File: config.mk
export PLATFORM = sky130hd
export DESIGN_NAME = spi_shift_register
export DESIGN_NICKNAME = d
export VERILOG_FILES = /design/src/rtl/spi_pkg.sv /design/src/rtl/spi_shift_register.sv
export SDC_FILE = /design/constraint.sdc
export NUM_CORES = 1
export LEC_CHECK = 0
export BUFFER_PORTS_ARGS = -buffer_cell sky130_fd_sc_hd__buf_2
export CAP_MARGIN = 20
export CORE_ASPECT_RATIO = 1.75
export CORE_MARGIN = 2
export CORE_UTILIZATION = 40
export DETAILED_ROUTE_END_ITERATION = 6
export PLACE_DENSITY_LB_ADDON = 0.15
export SYNTH_ARGS = -nofsm -noshare
export SYNTH_HDL_FRONTEND = slang
export SYNTH_SLANG_ARGS = --single-unit
File: constraint.sdc
create_clock -name PCLK -period 3 [get_ports PCLK]
set_input_delay 0.3 -clock PCLK [delete_from_list [all_inputs] [get_ports PCLK]]
set_output_delay 0.3 -clock PCLK [all_outputs]
set_load 0.05 [all_outputs]
File: src/rtl/spi_pkg.sv
// Shared types for the SPI serialiser/deserialiser stage.
// Frame FSM encoding and the default frame width.
package spi_pkg;

    typedef enum logic [1:0] {
        IDLE = 2'd0,
        LOAD = 2'd1,
        XFER = 2'd2,
        DONE = 2'd3
    } shift_state_t;

    localparam int SPI_DATA_W = 8;

endpackage

File: src/rtl/spi_shift_register.sv
// SPI shift register: serialises a parallel byte on mosi and
// deserialises miso, paced by strobes from the baud stage.
// Optional macro SPI_SHIFT_OVERRUN_EN adds rd_ack/overrun.
module spi_shift_register
    import spi_pkg::*;
#(
    parameter int DATA_W = SPI_DATA_W
) (
    input  logic              PCLK,
    input  logic              PRESET,
    input  logic              start,
    input  logic              ss,
    input  logic              lsbfe,
    input  logic [DATA_W-1:0] data_mosi,
    input  logic              shift_stb,
    input  logic              sample_stb,
    input  logic              miso,
`ifdef SPI_SHIFT_OVERRUN_EN
    input  logic              rd_ack,
    output logic              overrun,
`endif
    output logic              mosi,
    output logic              busy,
    output logic [DATA_W-1:0] receive_data,
    output logic              tx_done
);

    localparam int CW = $clog2(DATA_W) + 1;
    localparam logic [CW-1:0] LAST = CW'(DATA_W - 1);
    localparam logic [CW-1:0] FULL = CW'(DATA_W);

    shift_state_t      state_q, state_d;
    logic [DATA_W-1:0] tx_sr_q, tx_sr_d;
    logic [DATA_W-1:0] rx_sr_q, rx_sr_d;
    logic [DATA_W-1:0] rdata_q, rdata_d;
    logic [CW-1:0]     scnt_q, scnt_d;
    logic [CW-1:0]     hcnt_q, hcnt_d;
    logic              lsb_q, lsb_d;
    logic              mosi_q, mosi_d;

    // Frame sequencing, shift/sample datapath and bit counting
    always_comb begin
        state_d = state_q;
        tx_sr_d = tx_sr_q;
        rx_sr_d = rx_sr_q;
        rdata_d = rdata_q;
        scnt_d  = scnt_q;
        hcnt_d  = hcnt_q;
        lsb_d   = lsb_q;
        mosi_d  = mosi_q;
        unique case (state_q)
            IDLE: begin
                if (start && !ss) begin
                    state_d = LOAD;
                    tx_sr_d = data_mosi;
                    rx_sr_d = '0;
                    scnt_d  = '0;
                    hcnt_d  = '0;
                    lsb_d   = lsbfe;
                    mosi_d  = lsbfe ? data_mosi[0]
                                    : data_mosi[DATA_W-1];
                end
            end
            LOAD: begin
                if (ss) begin
                    state_d = IDLE;
                    mosi_d  = 1'b0;
                end else begin
                    state_d = XFER;
                end
            end
            XFER: begin
                if (ss) begin
                    state_d = IDLE;
                    mosi_d  = 1'b0;
                end else if (scnt_q == FULL) begin
                    state_d = DONE;
                    rdata_d = rx_sr_q;
                end else begin
                    if (sample_stb) begin
                        rx_sr_d = lsb_q
                            ? {miso, rx_sr_q[DATA_W-1:1]}
                            : {rx_sr_q[DATA_W-2:0], miso};
                        scnt_d = scnt_q + 1'b1;
                    end
                    if (shift_stb && (hcnt_q < LAST)) begin
                        tx_sr_d = lsb_q ? (tx_sr_q >> 1)
                                        : (tx_sr_q << 1);
                        mosi_d  = lsb_q ? tx_sr_q[1]
                                        : tx_sr_q[DATA_W-2];
                        hcnt_d  = hcnt_q + 1'b1;
                    end
                end
            end
            DONE: begin
                state_d = IDLE;
            end
            default: begin
                state_d = IDLE;
            end
        endcase
    end

    // State and datapath registers
    always_ff @(posedge PCLK) begin
        if (PRESET) begin
            state_q <= IDLE;
            tx_sr_q <= '0;
            rx_sr_q <= '0;
            rdata_q <= '0;
            scnt_q  <= '0;
            hcnt_q  <= '0;
            lsb_q   <= 1'b0;
            mosi_q  <= 1'b0;
        end else begin
            state_q <= state_d;
            tx_sr_q <= tx_sr_d;
            rx_sr_q <= rx_sr_d;
            rdata_q <= rdata_d;
            scnt_q  <= scnt_d;
            hcnt_q  <= hcnt_d;
            lsb_q   <= lsb_d;
            mosi_q  <= mosi_d;
        end
    end

    assign mosi         = mosi_q;
    assign receive_data = rdata_q;
    assign busy         = (state_q == LOAD) ||
                          (state_q == XFER);
    assign tx_done      = (state_q == DONE);

`ifdef SPI_SHIFT_OVERRUN_EN
    logic unread_q, unread_d;
    logic ovr_q, ovr_d;

    // Track whether the held byte was read before the next lands
    always_comb begin
        unread_d = unread_q;
        ovr_d    = ovr_q;
        if (state_q == DONE) begin
            unread_d = 1'b1;
            if (rd_ack) begin
                ovr_d = 1'b0;
            end else if (unread_q) begin
                ovr_d = 1'b1;
            end
        end else if (rd_ack) begin
            unread_d = 1'b0;
            ovr_d    = 1'b0;
        end
    end

    // Overrun bookkeeping registers
    always_ff @(posedge PCLK) begin
        if (PRESET) begin
            unread_q <= 1'b0;
            ovr_q    <= 1'b0;
        end else begin
            unread_q <= unread_d;
            ovr_q    <= ovr_d;
        end
    end

    assign overrun = ovr_q;
`endif

endmodule
; ---- After elaboration in Yosys (flattened, before gate mapping)
; Cells that the tools add are included.
[totals]
output_inout_bits = 11
reg_bits = 36
in_bits = 16
[op_classes]
reduce_logical = 13
add_sub_neg = 2
n_eq_ne = 13
n_lt_le_gt_ge = 1
bitwise = 1
n_mux = 34
[op_table]
columns = cell, n
row1 = 8-bit 2-to-1 mux, 10
row2 = 8-bit case mux with 2 select lines, 2
row3 = 4-bit 2-to-1 mux, 7
row4 = 4-bit case mux with 2 select lines, 2
row5 = 5-bit AND reduction, 3
row6 = "2-bit != test, second input constant", 6
row7 = "3-bit != test, second input constant", 3
row8 = "4-bit by 1-bit adder with 4-bit output, second input constant", 2
row9 = 2-bit 2-to-1 mux, 4
row10 = 2-bit case mux with 4 select lines, 1
row11 = 1-bit 2-to-1 mux, 7
row12 = "2-bit equality test, second input constant", 2
row13 = "4-bit equality test, second input constant", 1
row14 = "4-bit by 3-bit < comparator with 1-bit output, second input constant", 1
row15 = 2-bit AND reduction, 2
row16 = 1-bit case mux with 3 select lines, 1
row17 = 3-bit AND reduction, 1
row18 = 3-bit nonzero test, 1
row19 = "2-bit by 1-bit equality test with 1-bit output, second input constant", 1
row20 = 1-bit logical AND, 2
row21 = 2-bit zero test, 1
row22 = 2-bit nonzero test, 1
row23 = 1-bit zero test, 1
row24 = 1-bit logical OR, 1
row25 = 1-bit inverter, 1

; ---- Logic depth before layout (Yosys ltp)
; Gate-level depths: netlist (run 1).
[logic_depth]
ltp_word = 6
mapped_depth = 8
ltp_nobuf = 6

; ---- Worst setup path before layout (run 1)
; OpenSTA, ideal clock, no wires.
[synth_timing]
path_type = register -> register
from = reg state_q[0]
to = reg mosi_q, in the netlist mosi
period_less_slack_ps = 1899
slack_ps = 1101
path_stages_with_launch = 8
n_path_buf = 1
setup_ps = 123
t_required_ps = 2877
arrival_ps = 1776
cell_sequence = dfxtp_1 > inv_1 > ha_1 > buf_4 > nor2b_1 > a221o_1 > a221oi_1 > mux2_1
[synth_between]
elab_chain_len = 3
word_cells_on_any_way = 10
[synth_lines]
columns = element, line_no
row1 = start: declaration, spi_shift_register.sv:32  ; shift_state_t state_q, state_d;
row2 = start signal: assignment, spi_shift_register.sv:116  ; state_q <= state_d;
row3 = 2-bit equality test (tied with other cells), spi_shift_register.sv:51  ; unique case (state_q)
row4 = 3-bit != test (no line) (tied with other cells), --
row5 = 5-bit AND reduction (no line), --
row6 = end signal: assignment, spi_shift_register.sv:123  ; mosi_q <= mosi_d;
row7 = end: declaration, spi_shift_register.sv:39  ; logic mosi_q, mosi_d;
; Parallel ways exist; a longest one is shown, timed or not.
; A chain may end at the register's enable or synchronous reset.

; ---- Final worst setup path (run 1)
[layout_timing]
from = reg state_q[0]
to = reg scnt_q[3]
[layout_between]
elab_chain_len = 3
word_cells_on_any_way = 9
[layout_lines]
columns = element, line_no
row1 = 2-bit equality test or 2-bit zero test (tied branches), spi_shift_register.sv:51
row2 = 2-bit != test (no line) or 2-bit nonzero test (tied branches), --
row3 = 5-bit AND reduction (no line), --
row4 = end signal: assignment, spi_shift_register.sv:120  ; scnt_q <= scnt_d;
row5 = end: declaration, spi_shift_register.sv:36  ; logic [CW-1:0] scnt_q, scnt_d;
; Parallel ways exist; a longest one is shown, timed or not.

==> results of run 1 <==
placed cells by master, fill, tap and decap left out, drive strengths merged, types with 7 or more instances in the layout:
| cell | synthesis | layout |
|---|---|---|
| nand2b | 7 | 7 |
| dfxtp | 36 | 36 |
| a21oi | 16 | 16 |
| nor2 | 22 | 22 |
| nand4 | 10 | 10 |
| o21ai | 16 | 16 |
| mux2i | 17 | 17 |
| inv | 8 | 8 |
| clkbuf | 10 | 7 |
| ha | 8 | 8 |
| buf | 6 | 29 |
| nand3 | 11 | 11 |
| mux2 | 11 | 11 |
| a211oi | 7 | 7 |
cell type report:
| cell class | instances | area [sq um] |
|---|---|---|
| Timing Repair Buffer | 29 | 153 |
| Tap cell | 52 | 65.1 |
| Clock buffer | 7 | 96.3 |
| Inverter | 8 | 30.0 |
| Multi-Input combinational cell | 159 | 1100 |
| Sequential cell | 36 | 721 |
| Fill cell | 486 | 2500 |
kinds of logic after synthesis:
family | count (synthesis) | share of synthesized area (%)
compound gates | 53 | 17.3
fa+ha+maj | 8 | 5.21
buf+inv | 24 | 5.08
flops | 36 | 37.5
mux | 28 | 15.3
simple gates | 70 | 19.6
worst min-delay path, delay by kind of cell:
kind	cells	cell delay (ns)
mux	1	0.07
buf+inv	1	0.11
simple gates	1	0.07
flip-flops by register name (all words and copies together), names as in the netlist:
| signal | flops |
|---|---|
| mosi | 1 |
| state_q | 2 |
| receive_data | 8 |
| tx_sr_q | 8 |
| lsb_q | 1 |
| hcnt_q | 4 |
| rx_sr_q | 8 |
| scnt_q | 4 |
report_power, final:
part	switching (uW)	internal, uW
registers	14.4	492
logic	93.4	55.7
clock network	171	205
stage by stage:
stage | util (%) | setup slack, ns | hold WS (ns) | std cells | area, sq um
detailed placement | 44.4 | 0.741 | 0.456 | 284 | 2070
global placement | 44.4 | 0.803 | 0.451 | 284 | 2070
floorplan | - | 1.10 | 0.437 | 219 | 1920
global route | 46.4 | 0.505 | 0.342 | 291 | 2170
CTS | 46.4 | 0.719 | 0.284 | 291 | 2170
finish | 46.4 | 0.727 | 0.282 | 291 | 2170
path summary, 6_finish.rpt:
path | startpoint | slack (ns) | end
hold reg to reg | hcnt_q[3] | 0.47 | hcnt_q[3]
hold / removal | lsbfe | 0.28 | lsb_q
setup reg to reg | state_q[0] | 0.73 | scnt_q[3]
setup / recovery | state_q[0] | 0.73 | scnt_q[3]
layer usage:
layer  up-vias  GRT usage (%)  part of all wire, %
li1        834              -                    -
met1       791           18.5                   40
met2        23           37.8                   56
met3         6           3.66                  2.4
met4         0           7.74                  1.7
met5         -              0                    0
==> results.tsv, run 1 <==
stage	metric	value	unit
grt	wire length of the first global-routing pass	7780	um
yosys	Seq cells post-synth	36	
floorplanning	Core ar.	4670	sq um
cts	post-CTS setup buffers	0	
route	via count	1654	
grt	largest net degree at the start of global routing	41	
setup_path	r2r worst-path depth	6	
run_status	status	finished clean	
layout	Layout area overhead	12.8	%
layout	Layout Nets	263	
grt	initial antenna violation count	0	
layout	# diodes	0	
yosys	fraction of the yosys area taken by sequential cells	37.5	%
yosys	Mapped Nets	243	
grt	total gr overflow	0	
setup_path	slowest stage cell, crit path	or4_1	
cts	PostCTS Resize Cnt	0	
route	DRT Pass-1 Iters	4	
setup_path	crit-path cells	inv_1 -> ha_1 -> nor2_1 -> or3_1 -> or4_1 -> a21oi_1	
yosys	Yosys top cell area share	37.5	%
cts	clk buf depth	2	
route	wire per inst	16.4	um
floorplanning	Initial Utilization	41.2	%
yosys	Cells after Synth	219	
yosys	Post-synth ARST share	0	%
cts	total CTS buffers	5	
flow_run	max-cap viol count	0	
placed_design	routability cong.	0.844	
sta	RSZ-0062 raised after global routing	false	
setup_path	crit end category	flip-flop	
yosys	Mapped Area	1920	sq um
hold_path	Hold Path Stages	3	
power_and_ir_drop	pwr dens	476	nW/um^2
setup_path	critical path depth in cells	6	
yosys	Main synth FF type	dfxtp_1	
sta	Pins Over Slew Limit	0	
cts	H-tree levels	2	
sta	relative slew slack	52.4	%
setup_path	WS Path Type	reg -> reg	
yosys	most frequent cell after synthesis	dfxtp_1	
cts	Clk pin slew, worst setup/hold paths	0.07	ns
power_and_ir_drop	Peak supply drop	307	uV
sta	setup TNS	0	ns
yosys	Netlist cell types	39	
route	WL final	4760	um
sta	Final Cycle Share	75.8	%
setup_path	crit-path max FO	12	
floorplanning	Die Height	95.7	um
sta	final setup fails	0	
cts	CTS tree	built	
setup_path	crit-path max cell delay	0.55	ns
grt	GRT Total Usage	18.9	%
yosys	top post-synthesis cells by count	36 x dfxtp_1, 22 x nor2_1, 17 x mux2i_1	
cts	Hold Buf Count CTS	0	
setup_path	Critical Path Source Type	flip-flop	
route	initial drt markers	39	
sta	Tightest Pin Transition	0.713	ns
floorplanning	row cnt	33	
sta	Clock Skew	0.00899	ns
yosys	top cells by area, synth	dfxtp_1 38%, mux2i_1 8.9%, mux2_2 5.9%	
floorplanning	Die ar.	5390	sq um
cts	clk sinks	36	
route	Final ANT Viol Nets	0	
grt	vias in the first global route	1630	
yosys	Synthesis Warnings	0	
yosys	syn_area_per_cell	8.77	sq um
placed_design	Post-DP HPWL	3410	um
setup_path	CP required	3.23	ns
sta	Final Hold Fails	0	
setup_path	crit path DAT	2.50	ns
sta	min Tclk post-route	2.27	ns
power_and_ir_drop	Tot Pwr	1030	uW
setup_path	critical path's top delay family	simple AND/OR/NAND/NOR gates	
cts	Root Driver	clkbuf_8	
yosys	EDFF count, synth	0	
sta	max frequency	0.440	GHz
yosys	cell taking the most area after synthesis	dfxtp_1	
setup_path	Buf+Inv Stages, Crit Path	1	
cts	Clk Latency, worst-skew pair	0.29	ns
hold_path	Hold Path Class	in -> reg	
route	vias per cell	5.68	
floorplanning	# IOs	27	
route	DRC	0	
layout	share of cells above drive strength 1	20.5	%
floorplanning	Die Wd	56.4	um
power_and_ir_drop	Static Leakage	0.000842	uW
placed_design	Port Buf Inserts	26	
Note: power is estimated with default switching activity, not from simulation.
==> inputs of run 2 (changes only) <==
==> constraint.sdc (replaced) <==
create_clock -name PCLK -period 2.26 [get_ports PCLK]
set_input_delay 0.226 -clock PCLK [delete_from_list [all_inputs] [get_ports PCLK]]
set_output_delay 0.226 -clock PCLK [all_outputs]
set_load 0.05 [all_outputs]
==> run 2 against run 1 <==
  * Flip-flop and latch count unchanged
  * Largest cell class unchanged
  * Critical path depth is the same
  * Critical endpoint unchanged
  * Register-to-register slack lost 0.48 ns
  * Via count rose by 3.4%
  * Non-clock buffer count grew 8
  * Clock skew up 0.0015 ns
  * Design area grew 2.5%
==> results.tsv, run 2 (synthesis gave the netlist of run 1 again) <==
stage	metric	value	unit	change
cts	post-CTS setup buffers	0		unchanged
cts	Clk Latency, worst-skew pair	0.29	ns	about the same
power_and_ir_drop	Static Leakage	0.000877	uW	was 0.000842 uW
route	met3 routed WL	123	um	was 116 um
layout	share of cells above drive strength 1	22.6	%	was 20.5%
grt	initial antenna violation count	0		unchanged
layout	most frequent cells in the layout	36 x dfxtp_1, 26 x buf_2, 22 x nor2_1		unchanged
grt	wire length of the first global-routing pass	8220	um	was 7780 um
setup_path	slowest stage cell, crit path	or4_1		unchanged
sta	relative slew slack	63.9	%	was 52.4%
sta	Pins Over Slew Limit	0		unchanged
cts	total CTS buffers	5		unchanged
sta	min Tclk post-route	2.01	ns	was 2.27 ns
cts	CTS tree	built		unchanged
setup_path	crit-path max cell delay	0.51	ns	was 0.55 ns
layout	# diodes	0		unchanged
floorplanning	Die ar.	5390	sq um	unchanged
setup_path	crit path DAT	2.23	ns	was 2.50 ns
floorplanning	Initial Utilization	41.2	%	unchanged
setup_path	crit-path cells	inv_1 -> ha_1 -> nor2b_1 -> or3_1 -> or4_1 -> a21oi_1		was inv_1 -> ha_1 -> nor2_1 -> or3_1 -> or4_1 -> a21oi_1
floorplanning	row cnt	33		unchanged
sta	Final Cycle Share	89.0	%	was 75.8%
cts	clk sinks	36		unchanged
cts	H-tree levels	2		unchanged
grt	GRT Total Usage	19.6	%	was 18.9%
route	Final ANT Viol Nets	0		unchanged
placed_design	routability cong.	0.831		was 0.844
sta	Clock Skew	0.0105	ns	was 0.00899 ns
setup_path	Buf+Inv Stages, Crit Path	1		unchanged
route	DRC	0		unchanged
sta	final setup fails	0		unchanged
route	vias per cell	5.70		was 5.68
placed_design	Post-DP HPWL	3540	um	was 3410 um
route	uppermost routed layer	met4		unchanged
sta	WHS	0.217	ns	was 0.282 ns
layout	Non-Filler Instances	300		was 291
floorplanning	Die Wd	56.4	um	unchanged
sta	max frequency	0.497	GHz	was 0.440 GHz
sta	setup TNS	0	ns	unchanged
grt	total gr overflow	0		unchanged
hold_path	Hold Path Class	in -> reg		unchanged
cts	Hold Buf Count CTS	0		unchanged
floorplanning	# IOs	27		unchanged
cts	Clk pin slew, worst setup/hold paths	0.08	ns	was 0.07 ns
grt	vias in the first global route	1757		was 1630
sta	RSZ-0062 raised after global routing	false		unchanged
setup_path	Critical Path Source Type	flip-flop		unchanged
cts	PostCTS Resize Cnt	0		unchanged
route	initial drt markers	28		was 39
grt	largest net degree at the start of global routing	24		was 41
setup_path	CP required	2.48	ns	was 3.23 ns
route	WL final	4790	um	was 4760 um
route	met2 wire length	2670	um	was 2680 um
route	wire per inst	16.0	um	was 16.4 um
layout	most common cell after layout, fill and taps aside	dfxtp_1		unchanged
cts	clk buf depth	2		unchanged
setup_path	crit end category	flip-flop		unchanged
placed_design	Port Buf Inserts	26		unchanged
flow_run	max-cap viol count	0		unchanged
sta	Tightest Pin Transition	0.539	ns	was 0.713 ns
cts	Root Driver	clkbuf_8		unchanged
route	DRT Pass-1 Iters	4		unchanged
sta	Final Hold Fails	0		unchanged
setup_path	WS Path Type	reg -> reg		unchanged
floorplanning	Die Height	95.7	um	unchanged
placed_design	Placed Cells	292		was 284
setup_path	crit-path max FO	7		was 12
layout	Layout area overhead	15.6	%	was 12.8%
layout	Layout Nets	271		was 263
floorplanning	Core ar.	4670	sq um	unchanged
route	via count	1710		was 1654
power_and_ir_drop	pwr dens	610	nW/um^2	was 476 nW/um^2
route	met1 WL	1870	um	was 1880 um
power_and_ir_drop	Peak supply drop	370	uV	was 307 uV
run_status	status	finished clean		unchanged
setup_path	critical path's top delay family	simple AND/OR/NAND/NOR gates		unchanged
==> run 2: cell types whose count changed in the layout (fill, tap and decap cells not counted) <==
cell	change
buf_4	+8
clkbuf_1	+2
clkbuf_8	-1
==> run 2: through the flow <==
step	setup slack, ns	power (uW)	util [%]	area [sq um]
after global placement	0.330	897	45.7	2130
after floorplan	0.361	828	-	1920
after detailed placement	0.283	898	45.7	2130
after global routing	0.101	1430	47.6	2220
final	0.249	1350	47.6	2220
after CTS	0.263	1380	47.6	2220
==> run 2: cell type report <==
| type | instances | area, sq um |
|---|---|---|
| Clock buffer | 8 | 90.1 |
| Fill cell | 496 | 2440 |
| Inverter | 8 | 30.0 |
| Multi-Input combinational cell | 159 | 1100 |
| Sequential cell | 36 | 721 |
| Tap cell | 52 | 65.1 |
| Timing Repair Buffer | 37 | 213 |
==> run 2: final timing paths <==
kind	start	endpoint	slack, ns	cells past startpoint
worst max register to register	state_q[0]	scnt_q[3]	0.25	6
worst max-delay path	state_q[0]	scnt_q[3]	0.25	6
worst min-delay path	lsbfe	lsb_q	0.22	3
worst min register to register	hcnt_q[3]	hcnt_q[3]	0.48	2
==> run 2: metal layers <==
metal	GRT usage, %	vias to the layer above
li1	-	848
met1	19.2	818
met2	37.8	34
met3	3.39	10
met4	11.3	0
met5	0	-
==> run 2: worst register-to-register path: stages, from the launching register on <==
cell     delay, ns
dfxtp_1       0.38
inv_1         0.10
ha_1          0.29
nor2b_1       0.19
or3_1         0.33
or4_1         0.51
a21oi_1       0.14
==> run 2: power by group <==
| group | switching (uW) | internal (uW) |
|---|---|---|
| Clock | 224 | 249 |
| Sequential | 18.8 | 654 |
| Combinational | 126 | 83.6 |
| Total | 369 | 986 |
==> inputs of run 3 (changes only) <==
--- a/config.mk
+++ b/config.mk
@@ -7,6 +7,8 @@
 export LEC_CHECK = 0
 export BUFFER_PORTS_ARGS = -buffer_cell sky130_fd_sc_hd__buf_2
 export CAP_MARGIN = 20
+export CELL_PAD_IN_SITES_DETAIL_PLACEMENT = 1
+export CELL_PAD_IN_SITES_GLOBAL_PLACEMENT = 1
 export CORE_ASPECT_RATIO = 1.75
 export CORE_MARGIN = 2
 export CORE_UTILIZATION = 40
==> run 3 against run 2 <==
  * Non-clock buffer count unchanged
  * Worst setup slack improved by 0.027 ns
  * Critical endpoint is now mosi
  * Count of clock-buffer cells in the layout is 3 lower
  * Clock power is 21% higher
  * Via count is 2.9% higher
  * Maximum frequency grew 1.4%
  * Core utilization grew 0.46 points
  * Critical path depth is the same
  * Sequential share of layout area decreased by 0.31 points
  * Power grew 7.9%
  * Final cell count unchanged
==> results.tsv, run 3 (synthesis gave the netlist of run 1 again) <==
stage	metric	value	unit	change
setup_path	crit path to	mosi		was scnt_q[3]
setup_path	r2r endpoint	mosi		was scnt_q[3]
cts	Hold Buf Count CTS	0		unchanged
setup_path	FF-to-FF Start	state_q[0]		unchanged
sta	final setup fails	0		unchanged
setup_path	r2r worst-path depth	6		unchanged
layout	Layout area overhead	16.7	%	was 15.6%
power_and_ir_drop	P_sw	397	uW	was 369 uW
grt	initial antenna violation count	0		unchanged
route	WL final	5300	um	was 4790 um
setup_path	crit-path max FO	6		was 7
placed_design	routability cong.	0.851		was 0.831
setup_path	r2r setup slk	0.28	ns	was 0.25 ns
sta	Final Cycle Share	87.8	%	was 89.0%
cts	CTS tree	built		unchanged
power_and_ir_drop	Peak supply drop	599	uV	was 370 uV
route	via count	1759		was 1710
grt	wire length of the first global-routing pass	8800	um	was 8220 um
cts	H-tree levels	2		unchanged
grt	GRT Total Usage	21.2	%	was 19.6%
layout	share of cells above drive strength 1	23.4	%	was 22.6%
setup_path	WS Path Type	reg -> reg		unchanged
grt	vias in the first global route	1828		was 1757
cts	Clk pin slew, worst setup/hold paths	0.08	ns	about the same
sta	RSZ-0062 raised after global routing	false		unchanged
setup_path	CP required	2.44	ns	was 2.48 ns
floorplanning	row cnt	33		unchanged
cts	clk sinks	36		unchanged
sta	Pins Over Slew Limit	0		unchanged
flow_run	max-cap viol count	0		unchanged
layout	Layout Nets	271		unchanged
route	Final ANT Viol Nets	0		unchanged
power_and_ir_drop	Static Leakage	0.000885	uW	was 0.000877 uW
cts	total CTS buffers	5		unchanged
cts	Root Driver	clkbuf_8		unchanged
cts	Clk Latency, worst-skew pair	0.29	ns	about the same
run_status	status	finished clean		unchanged
sta	max frequency	0.504	GHz	was 0.497 GHz
power_and_ir_drop	Logic pwr share	15.0	%	was 15.5%
sta	relative slew slack	64.2	%	was 63.9%
layout	Non-Filler Instances	300		unchanged
setup_path	crit path DAT	2.17	ns	was 2.23 ns
route	initial drt markers	43		was 28
placed_design	Post-DP HPWL	3900	um	was 3540 um
setup_path	crit path launch	state_q[0]		unchanged
power_and_ir_drop	pwr dens	652	nW/um^2	was 610 nW/um^2
grt	total gr overflow	0		unchanged
route	DRC	0		unchanged
floorplanning	Die ar.	5390	sq um	unchanged
hold_path	Hold Path Class	in -> reg		unchanged
placed_design	Port Buf Inserts	26		unchanged
layout	most frequent cells in the layout	36 x dfxtp_1, 26 x buf_2, 22 x nor2_1		unchanged
route	wire per inst	17.7	um	was 16.0 um
cts	clk buf depth	2		unchanged
setup_path	crit end category	flip-flop		unchanged
cts	PostCTS Resize Cnt	0		unchanged
layout	# diodes	0		unchanged
floorplanning	Initial Utilization	41.2	%	unchanged
route	vias per cell	5.86		was 5.70
floorplanning	Core ar.	4670	sq um	unchanged
power_and_ir_drop	Sw Ratio	27.2	%	about the same
grt	largest net degree at the start of global routing	22		was 24
floorplanning	# IOs	27		unchanged
placed_design	Placed Cells	292		unchanged
cts	post-CTS setup buffers	0		unchanged
power_and_ir_drop	clock power share	39.0	%	was 34.9%
setup_path	Critical Path Source Type	flip-flop		unchanged
sta	Clock Skew	0.00506	ns	was 0.0105 ns
layout	most common cell after layout, fill and taps aside	dfxtp_1		unchanged
sta	Final Hold Fails	0		unchanged
power_and_ir_drop	Pint	1060	uW	was 986 uW
floorplanning	Die Height	95.7	um	unchanged
route	DRT Pass-1 Iters	4		unchanged
sta	Tightest Pin Transition	0.536	ns	was 0.539 ns
sta	setup TNS	0	ns	unchanged
power_and_ir_drop	Flop pwr share	46.1	%	was 49.6%
sta	min Tclk post-route	1.98	ns	was 2.01 ns
floorplanning	Die Wd	56.4	um	unchanged
run 3: cell count changes in the layout (fill, tap and decap cells not counted):
cell / before / now
bufinv_16: 0 / 1
clkbuf_1: 2 / 0
clkbuf_8: 6 / 5
clkinv_2: 0 / 1
clkinvlp_4: 0 / 1
run 3: power by group through the flow:
stage                     clock [uW]  sequential (uW)  combinational (uW)
after floorplan                    0              686                 142
after global placement             0              688                 215
after detailed placement           0              688                 217
after CTS                        580              673                 221
after global routing             610              676                 238
final                            569              673                 219
run 3: cell type report:
class                   count  area (sq um)
clock inverters             3          42.5
clock buffers               5          68.8
well taps                  52          65.1
inverters                   8          30.0
multi-input cells         159          1100
flip-flops and latches     36           721
fillers                   593          2420
repair buffers             37           213
run 3: worst min path at each step:
stage | slack, ns | depth (start not counted) | from | endpoint
finish | 0.23 | 3 | data_mosi[7] | tx_sr_q[7]
floorplan | 0.37 | 2 | lsbfe | lsb_q
detailed placement | 0.48 | 2 | receive_data[5] | receive_data[5]
CTS | 0.24 | 3 | data_mosi[7] | tx_sr_q[7]
global placement | 0.45 | 2 | hcnt_q[3] | hcnt_q[3]
global route | 0.25 | 3 | data_mosi[7] | tx_sr_q[7]
run 3: stage by stage:
stage / hold WS, ns / setup WS [ns] / instance area [sq um] / utilization, % / power (uW)
2_1_floorplan: 0.370 / 0.361 / 1920 / - / 828
3_3_place_gp: 0.452 / 0.373 / 2130 / 45.7 / 903
3_5_place_dp: 0.480 / 0.345 / 2130 / 45.7 / 905
4_1_cts: 0.236 / 0.268 / 2240 / 48.1 / 1470
5_1_grt: 0.251 / 0.147 / 2240 / 48.1 / 1520
6_report: 0.234 / 0.276 / 2240 / 48.1 / 1460
run 3: routing by layer:
metal | share of wire, % | track usage (%)
met1 | 37 | 20.8
met2 | 58 | 43.4
met3 | 2.3 | 3.53
met4 | 2.0 | 7.34
met5 | 0 | 0
run 3: critical path, stage by stage, from the launching register on:
cell and delay (ns):
dfxtp_1 0.39, inv_1 0.10, ha_1 0.27, nor2b_1 0.18, a221o_1 0.31, a221oi_1 0.27
mux2_1 0.36
